[src/rtl/nq_pkg.sv]
// Shared NanoQuarter definitions: opcodes, instruction field layout, ALU functs.
// Used by the decode/execute stage, its forwarding mux and the ALU.
// Pure declarations, no logic state.
package nq_pkg;

  localparam int NQ_DW = 16;
  localparam int NQ_RW = 3;

  // Opcode classes
  localparam logic [1:0] OP_R  = 2'b00;
  localparam logic [1:0] OP_I  = 2'b01;
  localparam logic [1:0] OP_LD = 2'b10;
  localparam logic [1:0] OP_ST = 2'b11;

  // Field positions inside the 16-bit instruction
  localparam int OP_LSB    = 14;
  localparam int RS_LSB    = 11;
  localparam int RT_LSB    = 8;
  localparam int RD_LSB    = 5;
  localparam int SHAMT_LSB = 3;
  localparam int FUNCT_LSB = 0;
  localparam int IMM_W     = 8;

  // ALU function codes
  localparam logic [2:0] FN_AND = 3'b000;
  localparam logic [2:0] FN_OR  = 3'b001;
  localparam logic [2:0] FN_XOR = 3'b010;
  localparam logic [2:0] FN_SLL = 3'b011;
  localparam logic [2:0] FN_SUB = 3'b100;
  localparam logic [2:0] FN_ADD = 3'b101;
  localparam logic [2:0] FN_SRL = 3'b110;
  localparam logic [2:0] FN_SRA = 3'b111;

  // Instruction view; field order matches the bit positions above
  typedef struct packed {
    logic [1:0] op;
    logic [2:0] rs;
    logic [2:0] rt;
    logic [2:0] rd;
    logic [1:0] shamt;
    logic [2:0] funct;
  } instr_t;

endpackage

[src/rtl/id_ex_stage_if.sv]
// Bundle of decode-side, register-file, forwarding and execute-side signals.
// slave = the ID/EX stage itself, master = the surrounding pipeline.
// No storage; wiring only.
interface id_ex_stage_if #(
  parameter int DW = nq_pkg::NQ_DW,
  parameter int RW = nq_pkg::NQ_RW
);
  logic [15:0]   id_instr;
  logic          id_valid;
  logic          id_stall;
  logic [RW-1:0] rf_raddr1;
  logic [RW-1:0] rf_raddr2;
  logic [DW-1:0] rf_rdata1;
  logic [DW-1:0] rf_rdata2;
  logic          exm_wen;
  logic [RW-1:0] exm_rd;
  logic [DW-1:0] exm_data;
  logic          mem_wen;
  logic [RW-1:0] mem_rd;
  logic [DW-1:0] mem_data;
  logic          hold;
  logic          flush;
  logic          ex_valid;
  logic [1:0]    ex_op;
  logic [2:0]    ex_funct;
  logic [1:0]    ex_shamt;
  logic [DW-1:0] ex_reg1data;
  logic [DW-1:0] ex_reg2data;
  logic [DW-1:0] ex_imm;
  logic [RW-1:0] ex_rd;
  logic          ex_wen;
  logic          ex_is_load;
  logic [15:0]   bubble_cnt;

  modport slave (
    input  id_instr, id_valid, rf_rdata1, rf_rdata2,
           exm_wen, exm_rd, exm_data, mem_wen, mem_rd, mem_data, hold, flush,
    output id_stall, rf_raddr1, rf_raddr2, ex_valid, ex_op, ex_funct, ex_shamt,
           ex_reg1data, ex_reg2data, ex_imm, ex_rd, ex_wen, ex_is_load, bubble_cnt
  );

  modport master (
    output id_instr, id_valid, rf_rdata1, rf_rdata2,
           exm_wen, exm_rd, exm_data, mem_wen, mem_rd, mem_data, hold, flush,
    input  id_stall, rf_raddr1, rf_raddr2, ex_valid, ex_op, ex_funct, ex_shamt,
           ex_reg1data, ex_reg2data, ex_imm, ex_rd, ex_wen, ex_is_load, bubble_cnt
  );
endinterface

[src/rtl/nq_fwd_mux.sv]
// Resolves one source operand: r0, EX/MEM result, MEM/WB result, register file.
// Purely combinational, zero latency.
// No flow control; the younger in-flight result always wins.
module nq_fwd_mux #(
  parameter int DW = nq_pkg::NQ_DW,
  parameter int RW = nq_pkg::NQ_RW
) (
  input  logic [RW-1:0] addr,
  input  logic [DW-1:0] rf_data,
  input  logic          exm_wen,
  input  logic [RW-1:0] exm_rd,
  input  logic [DW-1:0] exm_data,
  input  logic          mem_wen,
  input  logic [RW-1:0] mem_rd,
  input  logic [DW-1:0] mem_data,
  output logic [DW-1:0] operand
);

  // Priority select: r0 is hardwired zero, then nearest producer first
  always_comb begin
    operand = rf_data;
    if (addr == '0)
      operand = '0;
    else if (exm_wen && (exm_rd == addr))
      operand = exm_data;
    else if (mem_wen && (mem_rd == addr))
      operand = mem_data;
  end

endmodule

[src/rtl/id_ex_stage.sv]
// Decode/execute pipeline register: field slicing, operand forwarding, load-use bubble.
// Latency 1 cycle from id_instr to ex_* outputs.
// hold freezes every register; a load-use hazard raises id_stall and inserts one bubble.
module id_ex_stage
  import nq_pkg::*;
#(
  parameter int DW = NQ_DW,
  parameter int RW = NQ_RW
) (
  input logic          clk,
  input logic          rst,
  id_ex_stage_if.slave bus
);

  instr_t        ins;
  logic [RW-1:0] dest;
  logic          wen_c;
  logic          hazard;
  logic          kill;
  logic [DW-1:0] op1;
  logic [DW-1:0] op2;

  logic          ex_valid_q;
  logic [1:0]    ex_op_q;
  logic [2:0]    ex_funct_q;
  logic [1:0]    ex_shamt_q;
  logic [DW-1:0] ex_r1_q;
  logic [DW-1:0] ex_r2_q;
  logic [DW-1:0] ex_imm_q;
  logic [RW-1:0] ex_rd_q;
  logic          ex_wen_q;
  logic          ex_ld_q;
  logic [15:0]   bcnt_q;

  assign ins           = bus.id_instr;
  assign bus.rf_raddr1 = ins.rs;
  assign bus.rf_raddr2 = ins.rt;

  // Destination select and write enable; stores/branches and r0 never write
  always_comb begin
    dest  = (ins.op == OP_R) ? ins.rd : ins.rt;
    wen_c = (ins.op != OP_ST) && (dest != '0);
  end

  // A load in EX cannot forward yet; rt is treated as a source for every op class
  assign hazard = ex_valid_q && ex_ld_q && ex_wen_q && bus.id_valid &&
                  ((ex_rd_q == ins.rs) || (ex_rd_q == ins.rt));
  assign bus.id_stall = hazard || bus.hold;
  assign kill = bus.flush || hazard || !bus.id_valid;

  nq_fwd_mux #(.DW(DW), .RW(RW)) u_fwd1 (
    .addr(ins.rs), .rf_data(bus.rf_rdata1),
    .exm_wen(bus.exm_wen), .exm_rd(bus.exm_rd), .exm_data(bus.exm_data),
    .mem_wen(bus.mem_wen), .mem_rd(bus.mem_rd), .mem_data(bus.mem_data),
    .operand(op1)
  );

  nq_fwd_mux #(.DW(DW), .RW(RW)) u_fwd2 (
    .addr(ins.rt), .rf_data(bus.rf_rdata2),
    .exm_wen(bus.exm_wen), .exm_rd(bus.exm_rd), .exm_data(bus.exm_data),
    .mem_wen(bus.mem_wen), .mem_rd(bus.mem_rd), .mem_data(bus.mem_data),
    .operand(op2)
  );

  // Stage registers: hold freezes; flush/hazard/invalid capture fields but mark a bubble
  always_ff @(posedge clk or posedge rst) begin
    if (rst) begin
      ex_valid_q <= 1'b0;
      ex_op_q    <= '0;
      ex_funct_q <= '0;
      ex_shamt_q <= '0;
      ex_r1_q    <= '0;
      ex_r2_q    <= '0;
      ex_imm_q   <= '0;
      ex_rd_q    <= '0;
      ex_wen_q   <= 1'b0;
      ex_ld_q    <= 1'b0;
    end else if (!bus.hold) begin
      ex_valid_q <= !kill;
      ex_op_q    <= ins.op;
      ex_funct_q <= ins.funct;
      ex_shamt_q <= ins.shamt;
      ex_r1_q    <= op1;
      ex_r2_q    <= op2;
      ex_imm_q   <= {{(DW-IMM_W){bus.id_instr[IMM_W-1]}}, bus.id_instr[IMM_W-1:0]};
      ex_rd_q    <= dest;
      ex_wen_q   <= wen_c && !kill;
      ex_ld_q    <= (ins.op == OP_LD);
    end
  end

  // Saturating load-use bubble counter; a flush takes priority over the hazard
  always_ff @(posedge clk or posedge rst) begin
    if (rst)
      bcnt_q <= '0;
    else if (!bus.hold && !bus.flush && hazard && (bcnt_q != 16'hFFFF))
      bcnt_q <= bcnt_q + 16'd1;
  end

  assign bus.ex_valid    = ex_valid_q;
  assign bus.ex_op       = ex_op_q;
  assign bus.ex_funct    = ex_funct_q;
  assign bus.ex_shamt    = ex_shamt_q;
  assign bus.ex_reg1data = ex_r1_q;
  assign bus.ex_reg2data = ex_r2_q;
  assign bus.ex_imm      = ex_imm_q;
  assign bus.ex_rd       = ex_rd_q;
  assign bus.ex_wen      = ex_wen_q;
  assign bus.ex_is_load  = ex_ld_q;
  assign bus.bubble_cnt  = bcnt_q;

endmodule

[src/flat_wrapper.sv]
// flat-port wrapper written by rule: the top's interface ports become plain ports
module id_ex_stage_flat import nq_pkg::*;
#(
  parameter int DW = NQ_DW,
  parameter int RW = NQ_RW
)
  (clk, rst, bus_id_instr, bus_id_valid, bus_rf_rdata1, bus_rf_rdata2, bus_exm_wen, bus_exm_rd, bus_exm_data, bus_mem_wen, bus_mem_rd, bus_mem_data, bus_hold, bus_flush, bus_id_stall, bus_rf_raddr1, bus_rf_raddr2, bus_ex_valid, bus_ex_op, bus_ex_funct, bus_ex_shamt, bus_ex_reg1data, bus_ex_reg2data, bus_ex_imm, bus_ex_rd, bus_ex_wen, bus_ex_is_load, bus_bubble_cnt);
  id_ex_stage_if #(.DW(DW), .RW(RW)) bus_i ();
  input logic clk;
  input logic rst;
  input wire logic [$bits(bus_i.id_instr)-1:0] bus_id_instr;
  input wire logic [$bits(bus_i.id_valid)-1:0] bus_id_valid;
  input wire logic [$bits(bus_i.rf_rdata1)-1:0] bus_rf_rdata1;
  input wire logic [$bits(bus_i.rf_rdata2)-1:0] bus_rf_rdata2;
  input wire logic [$bits(bus_i.exm_wen)-1:0] bus_exm_wen;
  input wire logic [$bits(bus_i.exm_rd)-1:0] bus_exm_rd;
  input wire logic [$bits(bus_i.exm_data)-1:0] bus_exm_data;
  input wire logic [$bits(bus_i.mem_wen)-1:0] bus_mem_wen;
  input wire logic [$bits(bus_i.mem_rd)-1:0] bus_mem_rd;
  input wire logic [$bits(bus_i.mem_data)-1:0] bus_mem_data;
  input wire logic [$bits(bus_i.hold)-1:0] bus_hold;
  input wire logic [$bits(bus_i.flush)-1:0] bus_flush;
  output wire logic [$bits(bus_i.id_stall)-1:0] bus_id_stall;
  output wire logic [$bits(bus_i.rf_raddr1)-1:0] bus_rf_raddr1;
  output wire logic [$bits(bus_i.rf_raddr2)-1:0] bus_rf_raddr2;
  output wire logic [$bits(bus_i.ex_valid)-1:0] bus_ex_valid;
  output wire logic [$bits(bus_i.ex_op)-1:0] bus_ex_op;
  output wire logic [$bits(bus_i.ex_funct)-1:0] bus_ex_funct;
  output wire logic [$bits(bus_i.ex_shamt)-1:0] bus_ex_shamt;
  output wire logic [$bits(bus_i.ex_reg1data)-1:0] bus_ex_reg1data;
  output wire logic [$bits(bus_i.ex_reg2data)-1:0] bus_ex_reg2data;
  output wire logic [$bits(bus_i.ex_imm)-1:0] bus_ex_imm;
  output wire logic [$bits(bus_i.ex_rd)-1:0] bus_ex_rd;
  output wire logic [$bits(bus_i.ex_wen)-1:0] bus_ex_wen;
  output wire logic [$bits(bus_i.ex_is_load)-1:0] bus_ex_is_load;
  output wire logic [$bits(bus_i.bubble_cnt)-1:0] bus_bubble_cnt;
  assign bus_i.id_instr = bus_id_instr;
  assign bus_i.id_valid = bus_id_valid;
  assign bus_i.rf_rdata1 = bus_rf_rdata1;
  assign bus_i.rf_rdata2 = bus_rf_rdata2;
  assign bus_i.exm_wen = bus_exm_wen;
  assign bus_i.exm_rd = bus_exm_rd;
  assign bus_i.exm_data = bus_exm_data;
  assign bus_i.mem_wen = bus_mem_wen;
  assign bus_i.mem_rd = bus_mem_rd;
  assign bus_i.mem_data = bus_mem_data;
  assign bus_i.hold = bus_hold;
  assign bus_i.flush = bus_flush;
  assign bus_id_stall = bus_i.id_stall;
  assign bus_rf_raddr1 = bus_i.rf_raddr1;
  assign bus_rf_raddr2 = bus_i.rf_raddr2;
  assign bus_ex_valid = bus_i.ex_valid;
  assign bus_ex_op = bus_i.ex_op;
  assign bus_ex_funct = bus_i.ex_funct;
  assign bus_ex_shamt = bus_i.ex_shamt;
  assign bus_ex_reg1data = bus_i.ex_reg1data;
  assign bus_ex_reg2data = bus_i.ex_reg2data;
  assign bus_ex_imm = bus_i.ex_imm;
  assign bus_ex_rd = bus_i.ex_rd;
  assign bus_ex_wen = bus_i.ex_wen;
  assign bus_ex_is_load = bus_i.ex_is_load;
  assign bus_bubble_cnt = bus_i.bubble_cnt;
  id_ex_stage #(.DW(DW), .RW(RW)) u_core (.clk(clk), .rst(rst), .bus(bus_i));
endmodule
[config.mk]
export PLATFORM = sky130hd
export DESIGN_NAME = id_ex_stage_flat
export DESIGN_NICKNAME = d
export VERILOG_FILES = /design/src/rtl/nq_pkg.sv /design/src/rtl/id_ex_stage_if.sv /design/src/rtl/nq_fwd_mux.sv /design/src/rtl/id_ex_stage.sv /design/src/flat_wrapper.sv
export SDC_FILE = /design/constraint.sdc
export NUM_CORES = 1
export LEC_CHECK = 0
export ABC_CLOCK_PERIOD_IN_PS = 3700
export BUFFER_PORTS_ARGS = -buffer_cell sky130_fd_sc_hd__buf_2
export CORE_MARGIN = 2
export CORE_UTILIZATION = 51
export CTS_CLUSTER_DIAMETER = 200
export DETAILED_ROUTE_END_ITERATION = 12
export PLACE_DENSITY_LB_ADDON = 0.05
export SLEW_MARGIN = 10
export SYNTH_ARGS = -nofsm -noshare
export SYNTH_HDL_FRONTEND = slang
export SYNTH_HIERARCHICAL = 1
export SYNTH_SLANG_ARGS = --single-unit
[constraint.sdc]
create_clock -name clk -period 3.7 [get_ports clk]
set_clock_uncertainty 0.05 [all_clocks]
set_input_delay 0.185 -clock clk [delete_from_list [all_inputs] [get_ports clk]]
set_output_delay 0.185 -clock clk [all_outputs]
set_load 0.005 [all_outputs]
## Word level (Yosys, flattened, before mapping)

Cells that the tools add are included.

| storage, ports and cells | value |
|---|---|
| register bits | 69 |
| logic and storage cells | 53 |
| input bits | 93 |
| output and inout port bits | 84 |

| operators by class | value |
|---|---|
| equal/unequal tests | 9 |
| muxes and demuxes | 7 |
| add/sub/neg operators | 1 |
| reduce and logical (&&, ||, !) cells | 25 |

Operator list:

| kind | number |
|---|---|
| 16-bit 2-to-1 mux | 6 |
| 3-bit equality test | 6 |
| 16-bit by 1-bit adder with 16-bit output, second input constant | 1 |
| 16-bit != test, second input constant | 1 |
| 1-bit logical AND | 13 |
| 3-bit logical NOT | 2 |
| 1-bit logical NOT | 4 |
| 1-bit logical OR | 4 |
| 3-bit 2-to-1 mux | 1 |
| 3-bit nonzero test | 1 |
| 2-bit equality test, second input constant | 1 |
| 2-bit logical NOT | 1 |
| 2-bit != test, second input constant | 1 |

## Depth between registers and ports, before layout

| depth | value |
|---|---|
| depth after elaboration | 8 |
| gate-level depth with buffers | 6 |

## Hierarchy

Netlist, hierarchy kept.

By module, submodules not included:

| module | cells an instance | area an instance (um^2) | times used |
|---|---|---|---|
| id_ex_stage | 220 | 2905.3 | 1 |
| nq_fwd_mux | 62 | 432.9 | 2 |

## Worst setup path after synthesis

OpenSTA, ideal clock, no wires.

| path | value |
|---|---|
| path type | register -> register |
| start | register u_core.bcnt_q[6] (netlist: u_core/bus.bubble_cnt[6]) |
| end | register u_core.bcnt_q[1] (netlist: u_core/bus.bubble_cnt[1]) |
| buffers on the path | 1 |
| data arrival time | 1504 ps |
| cell stages (with the launch flop) | 7 |
| setup time | 125 ps |
| setup slack | 2021 ps |
| path through | dfrtp_1 > and4_4 > and3_1 > clkbuf_4 > nand4_4 > nand2_2 > mux2_4 |

| on the way | value |
|---|---|
| longest elaborated chain between the ends | 2 |

RTL lines:

| what | RTL line | source |
|---|---|---|
| start, declared | id_ex_stage.sv:33 | `logic [15:0] bcnt_q;` |
| start signal, assigned | id_ex_stage.sv:97 | `bcnt_q <= bcnt_q + 16'd1;` |
| 16-bit != test | id_ex_stage.sv:96 | `else if (!bus.hold && !bus.flush && hazard && (bcnt_q != 16'hFFFF))` |
| 1-bit logical AND | id_ex_stage.sv:96 |  |

No other way between the ends.
A chain may end at the register's enable or synchronous reset.

## Worst setup path in the final report

| path | value |
|---|---|
| start | input bus_id_instr[8] |
| end | register u_core.ex_r2_q[9] (netlist: u_core/bus.ex_reg2data[9]) |

| on the way | value |
|---|---|
| longest elaborated chain between the ends | 5 |
| elaborated cells between the ends (all ways) | 8 |
| classes of those cells | eq/ne (2); mux (3); reduce/logical (3) |

RTL lines:

| what | RTL line | source |
|---|---|---|
| start, declared | flat_wrapper.sv:11 | `input wire logic [$bits(bus_i.id_instr)-1:0] bus_id_instr;` |
| 3-bit equality test | nq_fwd_mux.sv:26 | `else if (mem_wen && (mem_rd == addr))` |
| 1-bit logical AND | nq_fwd_mux.sv:26 |  |
| 16-bit 2-to-1 mux | nq_fwd_mux.sv:26 |  |
| 16-bit 2-to-1 mux | nq_fwd_mux.sv:24 | `else if (exm_wen && (exm_rd == addr))` |
| 16-bit 2-to-1 mux (*) | nq_fwd_mux.sv:22 | `if (addr == '0)` |
| named net u_core.op2[9] | id_ex_stage.sv:21 | `logic [DW-1:0] op2;` |
| end signal, assigned | id_ex_stage.sv:84 | `ex_r2_q <= op2;` |
| end, declared | id_ex_stage.sv:28 | `logic [DW-1:0] ex_r2_q;` |

Mark *: on every way through the listed nets, which the timed path passes. The rest lies on a longest branch.

==> run_results.csv <==
group,metric,value,unit
setup_path,path_cells,"buf_2, xnor2_1, nand4_1, o21ai_0, a21oi_1, mux2_2",
timing,rsz0062_at_grt,"no",
run_status,status,"completed",
synthesis,async_flop_share,100.0,%
detailed_routing,detail_route.wl_per_cell,15.50,um
synthesis,synth-edff-count,0,
setup_path,critPathArrivalTime,2.37,ns
synthesis,synth_area_leaders,"dfrtp_1 (42%), mux2_2 (13%), mux2i_1 (9.3%)",
detailed_routing,via_per_inst,5.300,
clock_network,cts_root_buffer,"clkbuf_8",
clock_network,cts_max_level,3,
setup_path,cp.required,3.87,ns
placement,place_congestion,0.8161,
synthesis,yosysMostFrequentCell,"dfrtp_1",
synthesis,yosysUniqueCellTypes,36,
grt,overflow,0,
finish,num-nets-final,593,
timing,hold_violations,0,
clock_network,postCtsSetupBuffers,0,
setup_path,critPathKind,"primary input to register",
floorplan,core_area,7214,um^2
synthesis,syn-num-nets,438,
setup_path,slowest_delay,0.94,ns
setup_path,worstSetupEndpointType,"register",
timing,final.period_utilization,59.32,%
finish,stdcell_count,603,
synthesis,ys_seq_elements,64,
timing,layout_min_cycle_time,2.195,ns
detailed_routing,drt-pass1-iter-count,4,
timing,slew_violations,0,
timing,tns,0,ns
synthesis,syn_inst,344,
detailed_routing,drc_errors,0,
grt,antenna_found_initial,0,
synthesis,yosysSeqAreaShare,42.47,%
synthesis,synth_area_leader_cell,"dfrtp_1",
timing,maxSlewHeadroom,19.92,%
detailed_routing,route.vias.total,3196,
setup_path,critical_path_depth,6,
setup_path,worstSetupStartpointType,"primary input",
pwr,peakVddDrop,238.7,uV
synthesis,synth_top_area_share,42.47,%
floorplan,fp.dieArea,8098,um^2
finish,multi_input_area,1928,um^2
clock_network,clkTransAtPathRegs,0.08,ns
grt,grt_max_degree,55,
timing,fmax,455.6,MHz
setup_path,cp_top_family,"simple AND/OR/NAND/NOR gates",
synthesis,synth-main-ff-cell,"dfrtp_1",
grt,grt_pass1_wl,15.15,mm
clock_network,clock_latency,0.33,ns
detailed_routing,drt-initial-drc-count,133,
setup_path,cp_max_fo,31,
finish,fill_cells,618,
timing,worstMarginPinSlew,1.198,ns
detailed_routing,detail-route-antenna-nets,0,
floorplan,io_pins,177,
worst_hold_path,hold_path_class,"primary input to register",
clock_network,clkSinkCount,64,
synthesis,synth_common_cells,"dfrtp_1 (64), mux2_2 (42), mux2i_1 (35), o21ai_0 (35), xnor2_1 (33)",
grt,grt_pass1_vias,3057,
clock_network,cts-buffers-inserted,9,
timing,setup_violations,0,
synthesis,synth_warnings,6,
setup_path,slowest_stage,"nand4_1",
detailed_routing,wirelength,9.349,mm
floorplan,rows,31,
synthesis,syn_area_per_cell,10.96,um^2
finish,seqCellArea,1602,um^2
clock_network,cts_tree,"done",
floorplan,die_h,89.99,um
clock_network,cts_resized,0,
synthesis,synth_area,3771,um^2
finish,antenna_cells,0,
pwr,p_leak,2.494,nW
setup_path,rr_worst_depth,5,
setup_path,crit_buf_inv,1,
worst_hold_path,hold_path_depth,2,
finish,drive_gt1_share,49.80,%
placement,hpwl,6.901,mm
floorplan,initial_utilization,52.27,%
pwr,power_density,377.8,nW/um^2
finish,area.growth.synth_to_final,26.84,%
clock_network,max-clock-path-buffers,2,
run,cap_violations,0,
placement,placed_cells,586,
floorplan,die_x,89.99,um
placement,numPortBuffers,176,
grt,track_usage,22.88,%
-- layout by cell type, fill, tap and decap left out, types with 2 or more instances in the layout --
master        n
a21o_1        2
a21oi_1      32
and3_1        8
and3_2        2
buf_2       176
buf_4         4
clkbuf_8     10
clkinvlp_4    2
dfrtp_1      64
mux2_2       42
mux2i_1      35
nand2_1       6
nand3_1      12
nand4_1      10
nand4_4       3
nor2_1        3
nor2b_1       2
nor3_1        2
o21ai_0      35
or3_1         2
xnor2_1      33
-- worst register-to-register path, cell delays in order, from the launching register on --
cell,delay [ns]
dfrtp_1,0.43
and4_4,0.25
and3_1,0.38
nand4_4,0.21
nand2_2,0.14
mux2_4,0.30
-- where the power goes --
part           total (W)  internal (W)  switching, W
Sequential      0.000813      0.000771     0.0000417
Clock           0.000607      0.000332      0.000275
Combinational   0.000387      0.000206      0.000181
-- sequential cells by signal, indices dropped and copies added, names as in the netlist --
| register | cells |
|---|---|
| u_core/bus.bubble_cnt | 16 |
| u_core/bus.ex_funct | 2 |
| u_core/bus.ex_imm | 5 |
| u_core/bus.ex_is_load | 1 |
| u_core/bus.ex_op | 2 |
| u_core/bus.ex_rd | 3 |
| u_core/bus.ex_reg1data | 16 |
| u_core/bus.ex_reg2data | 16 |
| u_core/bus.ex_shamt | 1 |
| u_core/bus.ex_valid | 1 |
| u_core/bus.ex_wen | 1 |
-- worst paths after layout --
kind	endpoint	slack [ns]	startpoint
setup / recovery	u_core/bus.ex_reg2data[9]	1.51	bus_id_instr[8]
setup reg to reg	u_core/bus.bubble_cnt[1]	1.83	u_core/bus.bubble_cnt[6]
hold reg to reg	u_core/bus.bubble_cnt[4]	0.44	u_core/bus.bubble_cnt[4]
hold / removal	u_core/bus.ex_imm[2]	0.04	bus_id_instr[2]
min in group asynchronous	u_core/bus.ex_funct[0]	0.44	rst
max in group asynchronous	u_core/bus.ex_reg1data[12]	2.26	rst
-- final cells by class --
cell class | count | area share (%)
clock buffers | 10 | 2.877
clock inverters | 6 | 1.413
inverters | 1 | 0.07847
multi-input cells | 242 | 40.31
flip-flops and latches | 64 | 33.48
well taps | 99 | 2.590
repair buffers | 181 | 19.25
-- what timing repair did --
| action | in CTS | in global routing |
|---|---|---|
| setup endpoints to repair | 0 | 0 |
| hold buffers | 1 | 0 |
| hold endpoints to repair | 29 | 0 |
-- cells by family (layout without fill, tap and decap cells) --
family / Yosys count / in the layout / share of synthesized area (%)
fa+ha+maj: 1 / 1 / 0.3317
simple gates: 55 / 55 / 9.688
xor+xnor: 33 / 33 / 7.664
buf+inv: 38 / 198 / 6.403
mux: 78 / 78 / 22.23
compound gates: 75 / 75 / 11.21
flops: 64 / 64 / 42.47
-- metrics by stage --
step | hold WS [ns] | setup slack [ns] | util [%] | power [W] | area [um^2]
6_report | 0.03631 | 1.505 | 66.30 | 0.001807 | 4783
5_1_grt | 0.01766 | 1.301 | 66.30 | 0.001903 | 4783
4_1_cts | 0.01903 | 1.606 | 66.30 | 0.001831 | 4783
3_5_place_dp | 0.2564 | 1.246 | 63.32 | 0.001217 | 4568
3_3_place_gp | 0.2532 | 1.282 | 63.32 | 0.001207 | 4568
2_1_floorplan | 0.2675 | 1.867 | - | 0.001046 | 3771
-- metal layers --
layer	up-vias	share of wire, %	global-route usage, %
met5	-	0	0
met4	0	1.2	7.564
met3	9	5.9	4.443
met2	109	49	38.07
met1	1540	44	30.30
li1	1538	-	-
(Power assumes the default switching activity.)
